[config.mk]
export PLATFORM = sky130hd
export DESIGN_NAME = hilo_div_unit_flat
export DESIGN_NICKNAME = d
export VERILOG_FILES = /design/src/rtl/hilo_div_unit_if.sv /design/src/rtl/hilo_div_unit.sv /design/src/flat_wrapper.sv
export SDC_FILE = /design/constraint.sdc
export NUM_CORES = 1
export LEC_CHECK = 0
export CAP_MARGIN = 40
export CORE_MARGIN = 2
export CORE_UTILIZATION = 45
export CTS_CLUSTER_SIZE = 40
export DETAILED_ROUTE_END_ITERATION = 12
export PLACE_DENSITY = 0.69
export SYNTH_ARGS = -nofsm -noshare
export SYNTH_HDL_FRONTEND = slang
export SYNTH_SLANG_ARGS = --single-unit
export TNS_END_PERCENT = 1
[constraint.sdc]
create_clock -name clk -period 8 [get_ports clk]
set_clock_uncertainty 0.05 [all_clocks]
set_input_delay 1.6 -clock clk [delete_from_list [all_inputs] [get_ports clk]]
set_output_delay 1.6 -clock clk [all_outputs]
set_load 0.1 [all_outputs]
[src/rtl/hilo_div_unit_if.sv]
// rtl/hilo_div_unit_if.sv - E-stage bundle between the pipeline and the HI/LO divide unit
// Purpose: groups the decoder controls, operands, stall/done status and HI/LO read data.
// Ports (signals):
//   flush, div_i, hassign_i, hilo_en_i[1:0], hilo_mf_i[1:0] : pipeline controls
//   a_i, b_i [WIDTH], prod_i [2*WIDTH]                       : operands / product
//   stall_o, div_done_o, hilo_rdata_o, hi_o, lo_o            : unit status and data
// Modports: master = pipeline side, slave = HI/LO divide unit.
interface hilo_div_unit_if #(
  parameter int WIDTH = 32
);
  logic                 flush;
  logic                 div_i;
  logic                 hassign_i;
  logic [1:0]           hilo_en_i;
  logic [1:0]           hilo_mf_i;
  logic [WIDTH-1:0]     a_i;
  logic [WIDTH-1:0]     b_i;
  logic [2*WIDTH-1:0]   prod_i;
  logic                 stall_o;
  logic                 div_done_o;
  logic [WIDTH-1:0]     hilo_rdata_o;
  logic [WIDTH-1:0]     hi_o;
  logic [WIDTH-1:0]     lo_o;

  modport master (
    output flush, div_i, hassign_i, hilo_en_i, hilo_mf_i, a_i, b_i, prod_i,
    input  stall_o, div_done_o, hilo_rdata_o, hi_o, lo_o
  );

  modport slave (
    input  flush, div_i, hassign_i, hilo_en_i, hilo_mf_i, a_i, b_i, prod_i,
    output stall_o, div_done_o, hilo_rdata_o, hi_o, lo_o
  );
endinterface

[src/rtl/hilo_div_unit.sv]
// rtl/hilo_div_unit.sv - HI/LO register pair with MULT/MTHI/MTLO writes and radix-2 restoring divider
// Purpose: owns HI/LO, commits multiplier products and move-to writes, serves MFHI/MFLO,
//          and runs DIV/DIVU one quotient bit per cycle while stalling the pipeline.
// Ports:
//   clk  : rising-edge clock
//   rst  : asynchronous active-low reset
//   bus  : hilo_div_unit_if.slave (controls, operands, stall/done, HI/LO data)
module hilo_div_unit #(
  parameter int WIDTH = 32
) (
  input  logic             clk,
  input  logic             rst,
  hilo_div_unit_if.slave   bus
);

  localparam int CW = $clog2(WIDTH) + 1;

  typedef enum logic [1:0] {IDLE, BUSY, DONE} state_t;

  state_t           state, state_nxt;
  logic [CW-1:0]    count;
  logic [WIDTH-1:0] hi, lo;
  logic [WIDTH-1:0] divisor;
  logic [WIDTH-1:0] quo;
  logic [WIDTH-1:0] rem;
  logic [WIDTH-1:0] raw_a;
  logic             q_neg, r_neg, b_zero;

  logic             stall, done;
  logic             start, wr_en, commit;

  // Operand conditioning for the start cycle
  logic             a_neg, b_neg;
  logic [WIDTH-1:0] a_abs, b_abs;

  assign a_neg = bus.hassign_i & bus.a_i[WIDTH-1];
  assign b_neg = bus.hassign_i & bus.b_i[WIDTH-1];
  assign a_abs = a_neg ? (~bus.a_i + 1'b1) : bus.a_i;
  assign b_abs = b_neg ? (~bus.b_i + 1'b1) : bus.b_i;

  assign start  = (state == IDLE) && bus.div_i && !bus.flush;
  assign wr_en  = (state == IDLE) && !bus.div_i && !bus.flush;
  assign commit = (state == DONE) && !bus.flush;

  // One restoring step: shift the next dividend bit into the partial remainder,
  // subtract the divisor if it fits. quo doubles as the dividend shift register.
  logic [WIDTH:0]   rem_shift;
  logic [WIDTH:0]   rem_sub;
  logic             take;
  logic [WIDTH-1:0] rem_nxt;
  logic [WIDTH-1:0] quo_nxt;
  logic             unused_sub_msb;

  assign rem_shift      = {rem, quo[WIDTH-1]};
  assign rem_sub        = rem_shift - {1'b0, divisor};
  assign take           = (rem_shift >= {1'b0, divisor});
  // Remainder after a successful subtract is below the divisor, so the MSB is always 0
  assign rem_nxt        = take ? rem_sub[WIDTH-1:0] : rem_shift[WIDTH-1:0];
  assign quo_nxt        = {quo[WIDTH-2:0], take};
  assign unused_sub_msb = rem_sub[WIDTH];

  // Final signed fix-up; divide-by-zero overrides with all-ones / raw dividend
  logic [WIDTH-1:0] lo_div, hi_div;

  assign lo_div = b_zero ? {WIDTH{1'b1}} : (q_neg ? (~quo + 1'b1) : quo);
  assign hi_div = b_zero ? raw_a         : (r_neg ? (~rem + 1'b1) : rem);

  // Next-state and status outputs
  always_comb begin
    state_nxt = state;
    stall     = 1'b0;
    done      = 1'b0;
    case (state)
      IDLE: begin
        if (start) begin
          stall     = 1'b1;
          state_nxt = BUSY;
        end
      end
      BUSY: begin
        if (bus.flush) begin
          state_nxt = IDLE;
        end else begin
          stall = 1'b1;
          if (count == CW'(WIDTH - 1)) state_nxt = DONE;
        end
      end
      DONE: begin
        state_nxt = IDLE;
        done      = !bus.flush;
      end
      default: state_nxt = IDLE;
    endcase
  end

  // Gate with rst so the pipeline is never frozen while the unit is held in reset
  assign bus.stall_o    = stall & rst;
  assign bus.div_done_o = done & rst;

  always_ff @(posedge clk or negedge rst) begin
    if (!rst) begin
      state <= IDLE;
      count <= '0;
    end else begin
      state <= state_nxt;
      if (start)              count <= '0;
      else if (state == BUSY) count <= count + 1'b1;
    end
  end

  always_ff @(posedge clk or negedge rst) begin
    if (!rst) begin
      divisor <= '0;
      quo     <= '0;
      rem     <= '0;
      raw_a   <= '0;
      q_neg   <= 1'b0;
      r_neg   <= 1'b0;
      b_zero  <= 1'b0;
    end else if (start) begin
      divisor <= b_abs;
      quo     <= a_abs;
      rem     <= '0;
      raw_a   <= bus.a_i;
      q_neg   <= a_neg ^ b_neg;
      r_neg   <= a_neg;
      b_zero  <= (bus.b_i == '0);
    end else if (state == BUSY) begin
      quo <= quo_nxt;
      rem <= rem_nxt;
    end
  end

  always_ff @(posedge clk or negedge rst) begin
    if (!rst) begin
      hi <= '0;
      lo <= '0;
    end else if (commit) begin
      hi <= hi_div;
      lo <= lo_div;
    end else if (wr_en) begin
      case (bus.hilo_en_i)
        2'b01: begin
          hi <= bus.prod_i[2*WIDTH-1:WIDTH];
          lo <= bus.prod_i[WIDTH-1:0];
        end
        2'b11:   hi <= bus.a_i;
        2'b10:   lo <= bus.a_i;
        default: ;
      endcase
    end
  end

  always_comb begin
    case (bus.hilo_mf_i)
      2'b01:   bus.hilo_rdata_o = hi;
      2'b00:   bus.hilo_rdata_o = lo;
      default: bus.hilo_rdata_o = '0;
    endcase
  end

  assign bus.hi_o = hi;
  assign bus.lo_o = lo;

endmodule

[src/flat_wrapper.sv]
// flat-port wrapper written by rule: the top's interface ports become plain ports
module hilo_div_unit_flat 
#(
  parameter int WIDTH = 32
)
  (clk, rst, bus_flush, bus_div_i, bus_hassign_i, bus_hilo_en_i, bus_hilo_mf_i, bus_a_i, bus_b_i, bus_prod_i, bus_stall_o, bus_div_done_o, bus_hilo_rdata_o, bus_hi_o, bus_lo_o);
  hilo_div_unit_if #(.WIDTH(WIDTH)) bus_i ();
  input  logic clk;
  input  logic rst;
  input wire logic [$bits(bus_i.flush)-1:0] bus_flush;
  input wire logic [$bits(bus_i.div_i)-1:0] bus_div_i;
  input wire logic [$bits(bus_i.hassign_i)-1:0] bus_hassign_i;
  input wire logic [$bits(bus_i.hilo_en_i)-1:0] bus_hilo_en_i;
  input wire logic [$bits(bus_i.hilo_mf_i)-1:0] bus_hilo_mf_i;
  input wire logic [$bits(bus_i.a_i)-1:0] bus_a_i;
  input wire logic [$bits(bus_i.b_i)-1:0] bus_b_i;
  input wire logic [$bits(bus_i.prod_i)-1:0] bus_prod_i;
  output wire logic [$bits(bus_i.stall_o)-1:0] bus_stall_o;
  output wire logic [$bits(bus_i.div_done_o)-1:0] bus_div_done_o;
  output wire logic [$bits(bus_i.hilo_rdata_o)-1:0] bus_hilo_rdata_o;
  output wire logic [$bits(bus_i.hi_o)-1:0] bus_hi_o;
  output wire logic [$bits(bus_i.lo_o)-1:0] bus_lo_o;
  assign bus_i.flush = bus_flush;
  assign bus_i.div_i = bus_div_i;
  assign bus_i.hassign_i = bus_hassign_i;
  assign bus_i.hilo_en_i = bus_hilo_en_i;
  assign bus_i.hilo_mf_i = bus_hilo_mf_i;
  assign bus_i.a_i = bus_a_i;
  assign bus_i.b_i = bus_b_i;
  assign bus_i.prod_i = bus_prod_i;
  assign bus_stall_o = bus_i.stall_o;
  assign bus_div_done_o = bus_i.div_done_o;
  assign bus_hilo_rdata_o = bus_i.hilo_rdata_o;
  assign bus_hi_o = bus_i.hi_o;
  assign bus_lo_o = bus_i.lo_o;
  hilo_div_unit #(.WIDTH(WIDTH)) u_core (.clk(clk), .rst(rst), .bus(bus_i));
endmodule
# Word-level counts from Yosys, hierarchy flattened
# Cells that the tools add are included.
# totals
regBits	203
inputBits	137
output_inout_bits	98
elab_cells	81
# op_classes
add_sub_neg	6
n_lt_le_gt_ge	1
eq_ne	9
n_mux	28
n_bitwise	9
reduce_logical	17
# op_table
operator	n
$mux W32	15
$pmux W32 S2	3
$add A32 B1 Y32 const B	4
$not A32 Y32	4
$ge A33 B32 Y1	1
$logic_not A32 Y1	1
$sub A32 B32 Y32	1
$mux W6	2
$add A6 B1 Y6 const B	1
$eq A2 B1 Y1 const B	3
$eq A2 B2 Y1 const B	3
$eq A6 B5 Y1 const B	1
$mux W2	3
$reduce_and A2 Y1	3
$reduce_bool A3 Y1	2
$logic_and A1 B1 Y1	5
$and A1 B1 Y1	4
$logic_not A2 Y1	2
$pmux W2 S2	1
$reduce_bool A2 Y1	2
$mux W1	3
$ne A3 B2 Y1 const B	1
$logic_not A1 Y1	2
$ne A2 B1 Y1 const B	1
other kinds (2)	2

# Longest topological paths before layout
# logic_depth
ltp_word	6
mapped_depth	13
depth_no_buf	13

# Worst setup path before layout
# OpenSTA, ideal clock, no wires.
# synth_path
path_type	input -> output
from	in bus_div_i
to	out bus_stall_o
t_arrival_ps	4714
required_ps	6350
setup_slack_ps	1636
stages	2
path_buffers	0
path_cell_list	nor2_1 > nor4b_1
# synth_between
elab_chain_cells	5
# synth_lines
item	line_no	text
from (decl)	flat_wrapper.sv:11	input wire logic [$bits(bus_i.div_i)-1:0] bus_div_i;
$logic_and A1 B1 Y1 (2 in series)	hilo_div_unit.sv:41	assign start = (state == IDLE) && bus.div_i && !bus.flush;
$mux W1	hilo_div_unit.sv:75	if (start) begin
$pmux W1 S2	hilo_div_unit.sv:73	case (state)
$and A1 B1 Y1	hilo_div_unit.sv:97	assign bus.stall_o = stall & rst;
to (decl)	flat_wrapper.sv:18	output wire logic [$bits(bus_i.stall_o)-1:0] bus_stall_o;
# No other way between the ends.

# Worst setup path after layout
# layout_path
from	in bus_flush
to	out bus_div_done_o
# layout_between
elab_chain_cells	3
# layout_lines
item	line_no	text
from (decl)	flat_wrapper.sv:10	input wire logic [$bits(bus_i.flush)-1:0] bus_flush;
$logic_not A1 Y1	hilo_div_unit.sv:90	done = !bus.flush;
$mux W1	hilo_div_unit.sv:73	
$and A1 B1 Y1	hilo_div_unit.sv:98	assign bus.div_done_o = done & rst;
to (decl)	flat_wrapper.sv:19	output wire logic [$bits(bus_i.div_done_o)-1:0] bus_div_done_o;
# No other way between the ends.

==> key figures <==
Synthesis
  • Top post-synthesis cells by area: dfrtp_1 (36%), nand2_1 (8.0%), o21ai_0 (6.2%)
  • Mapped Avg Cell Area: 8.13 um^2
  • Synthesized instance count: 1758
  • Fraction of registers with async set or reset after synthesis: 1.00
  • Mapped Area: about 14000 um^2
  • Synth Flop Type: dfrtp_1
  • Distinct cell type count after synthesis: 68
  • Main combinational cell family by area after synthesis: compound AO/OA/AOI/OAI gates
  • Top cell type's share of synthesized area: 0.355
  • Synth Area in Compound Gates: 0.205
  • Number of synthesized flops with an enable pin: 0
  • Mux share of post-synthesis cell area: 0.0751
  • Simple-gate share of the synthesized area: 0.190
  • Synth warnings: 0
  • XOR/XNOR Fraction of Synth Area: 0.0931
  • Post-Synth Adder-Cell Area: 0.0364
  • Syn nets: 1936
  • #FFs+latches synth: just over 200
  • Register area share after synthesis: 0.355
  • Post-synth top area cell: dfrtp_1

Clocking
  • Post-cts hold buffer count: 0
  • CTS clk-pin slew, worst paths: 0.05 ns
  • Post-cts resize count: 0
  • CTS Buf Count: 24
  • Clock sink count: 203
  • TritonCTS clock tree: yes
  • Post-CTS setup buffers: 0
  • Clk_lat worst skew: 0.52 ns
  • CTS Buffer Depth: 3
  • # H-tree levels: 1
  • CTS root buffer: clkbuf_16

Status
  • Status: finished, final reports clean

Worst setup path
  • CP peak stage delay: slightly above 0.5 ns
  • CP Data Required Time: 6.35 ns
  • Worst path most repeated cell: clkdlybuf4s50_1
  • Crit-path max FO: 7
  • Top cell family by delay on the critical path: buffers and inverters
  • Critical path arrival: 3.53 ns
  • Worst setup startpoint: bus_flush
  • Crit Path Category: input port to output port
  • Startpoint Class: input port
  • Reg2reg start: u_core.quo[31]
  • CP max stage cell: clkdlybuf4s50_1
  • Critical path endpoint category: output port
  • Cell Chain, Critical Path: clkdlybuf4s50_1, nor2_1, and3_1, clkdlybuf4s50_1, buf_8
  • CP Buf/Inv Count: 3

Finish
  • NumNets Final: 2196
  • Most common cell after layout, fill and taps aside: nand2_1
  • Layout Cells excl Fill: 2436
  • Layout cell share with drive strength beyond 1: 0.103
  • Commonest non-fill, non-tap cells in the layout: nand2_1 (303), clkdlybuf4s50_1 (232), dfrtp_1 (203)
  • Multi-input logic area: 8640 um^2
  • Layout overhead on the synthesized area: 34.1%
  • Register Area: 5080 um^2
  • Fill cells: 2611

GRT
  • Largest net degree at the start of global routing: 94
  • Initial antenna violation count: 1
  • Vias in the first global route: 13400
  • Total grt overflow: 0
  • Tot GR Track Use: 0.273
  • First-pass GRT wire length: around 73 mm

Route
  • Routed length per instance: 19.0 um
  • DRT iter0 DRCs: 1288
  • Residual DRC: 0
  • First-pass DRT Iterations: 5
  • Via count: 14000
  • ANT nets after route: 0
  • Final WL: 46.4 mm
  • Via density: 5.75

Timing
  • Worst-Margin Slew: 0.923 ns
  • Slew Viols, Final: 0
  • Setup-failing EPs final: 0
  • Minimum clock period: 5.18 ns
  • TNS Setup: 0 ns
  • Final worst setup slack: 2.82 ns
  • Fmax: 0.193 GHz
  • RSZ-0062 raised after global routing: false
  • Final Hold Slack: approximately 0.43 ns
  • Relative slew slack: 0.385
  • Final Hold Violating Endpoints: 0
  • Final worst-path cycle share: 0.648

Floorplanning
  • Site Rows: 65
  • Die ar.: 33200 um^2
  • Die Width: 182 um
  • Die Ht: roughly 180 um
  • Initial core utilization: 0.455
  • I/O Pins: roughly 240
  • CORE AREA: ~31000 um^2

Placement
  • Gpl congestion: 0.900
  • Dpl cells: 2393
  • PortBufs: 234
  • HPWL after DPL: approximately 35 mm
  • Post-Place Worst Slack: 2.82 ns

Pwr
  • Pleak: 8.17 nW
  • P per Cell Area: roughly 330 nW/um^2
  • Max VDD drop: 0.154 mV
  • Total power: 0.00630 W

Hold path
  • HP Class: flop to flop
  • Hold path start: u_core.divisor[16]

Job
  • Total of max-cap violations: 0
[per-stage QoR]
step | area [um^2] | util
2_1_floorplan | 14300 | -
3_3_place_gp | 16900 | 0.538
3_5_place_dp | 18400 | 0.587
4_1_cts | 19100 | 0.610
5_1_grt | 19200 | 0.611
6_report | 19200 | 0.611
[registers in the layout (all words and copies together) (netlist names)]
name / cells
u_core.bus.hi_o: 32
u_core.bus.lo_o: 32
u_core.divisor: 32
u_core.quo: 32
u_core.raw_a: 32
u_core.rem: 32
u_core.count: 6
u_core.state: 2
u_core.b_zero: 1
u_core.q_neg: 1
u_core.r_neg: 1
[worst min-delay path, cell delays in order, from the launching register on]
cell	delay (ns)
dfrtp_1	0.34
nand2_1	0.04
o21ai_0	0.06
[routing by layer]
layer,global-route usage,up-vias,part of all wire
met5,0,-,0
met1,0.376,6626,0.44
met3,0.0351,79,0.074
met4,0.0861,0,0.029
li1,-,6738,-
met2,0.449,553,0.45
[where the power goes]
part	switching (W)	total, W	internal [W]	leakage [nW]
Clock	0.000441	0.00102	0.000582	0.343
Sequential	0.000370	0.00168	0.00131	2.53
Combinational	0.00220	0.00360	0.00140	5.30
[logic make-up after synthesis]
family,count (synthesis)
buffers and inverters,168
muxes,104
adders and majority gates,41
DFF,203
AOI/OAI and AO/OA,479
xor gates and xnor gates,152
and+or+nand+nor,611
[final cells by class]
cell class                      instances  share of cell area
Inverter                               50             0.00979
Tap cell                              402              0.0262
Multi-Input combinational cell       1387               0.451
Timing Repair Buffer                  352               0.210
Clock inverter                         10             0.00385
Sequential cell                       203               0.265
Clock buffer                           31              0.0343
Antenna cell                            1            0.000131
[path summary, 6_finish.rpt]
| path | endpoint | depth (start not counted) | slack (ns) |
|---|---|---|---|
| worst min-delay path | u_core.divisor[16] | 2 | 0.43 |
| max in group asynchronous | u_core.raw_a[6] | 2 | 5.65 |
| min in group asynchronous | u_core.state[0] | 1 | 1.08 |
| worst max-delay path | bus_div_done_o | 5 | 2.82 |
| worst max register to register | u_core.rem[29] | 11 | 4.21 |
| worst min register to register | u_core.divisor[16] | 2 | 0.43 |
[synthesized netlist by cell type, types with 5 or more instances]
library cell / number
a211oi_1: 10
a21o_1: 19
a21oi_1: 101
a221oi_1: 8
a22oi_1: 6
a31oi_1: 29
and3_1: 16
buf_1: 13
clkbuf_1: 101
dfrtp_1: 203
ha_1: 40
inv_1: 50
mux2_2: 26
mux2i_1: 78
nand2_1: 303
nand2b_1: 12
nand3_1: 38
nand4_1: 10
nor2_1: 140
nor2b_1: 9
nor3_1: 18
nor3b_1: 5
nor4_1: 14
o211ai_1: 12
o21a_1: 6
o21ai_0: 176
o21ai_1: 6
o22ai_1: 28
o31ai_1: 28
o41ai_1: 12
or3_1: 7
or4_1: 13
xnor2_1: 78
xor2_1: 74
No activity file was read; power rests on OpenSTA's default activity.
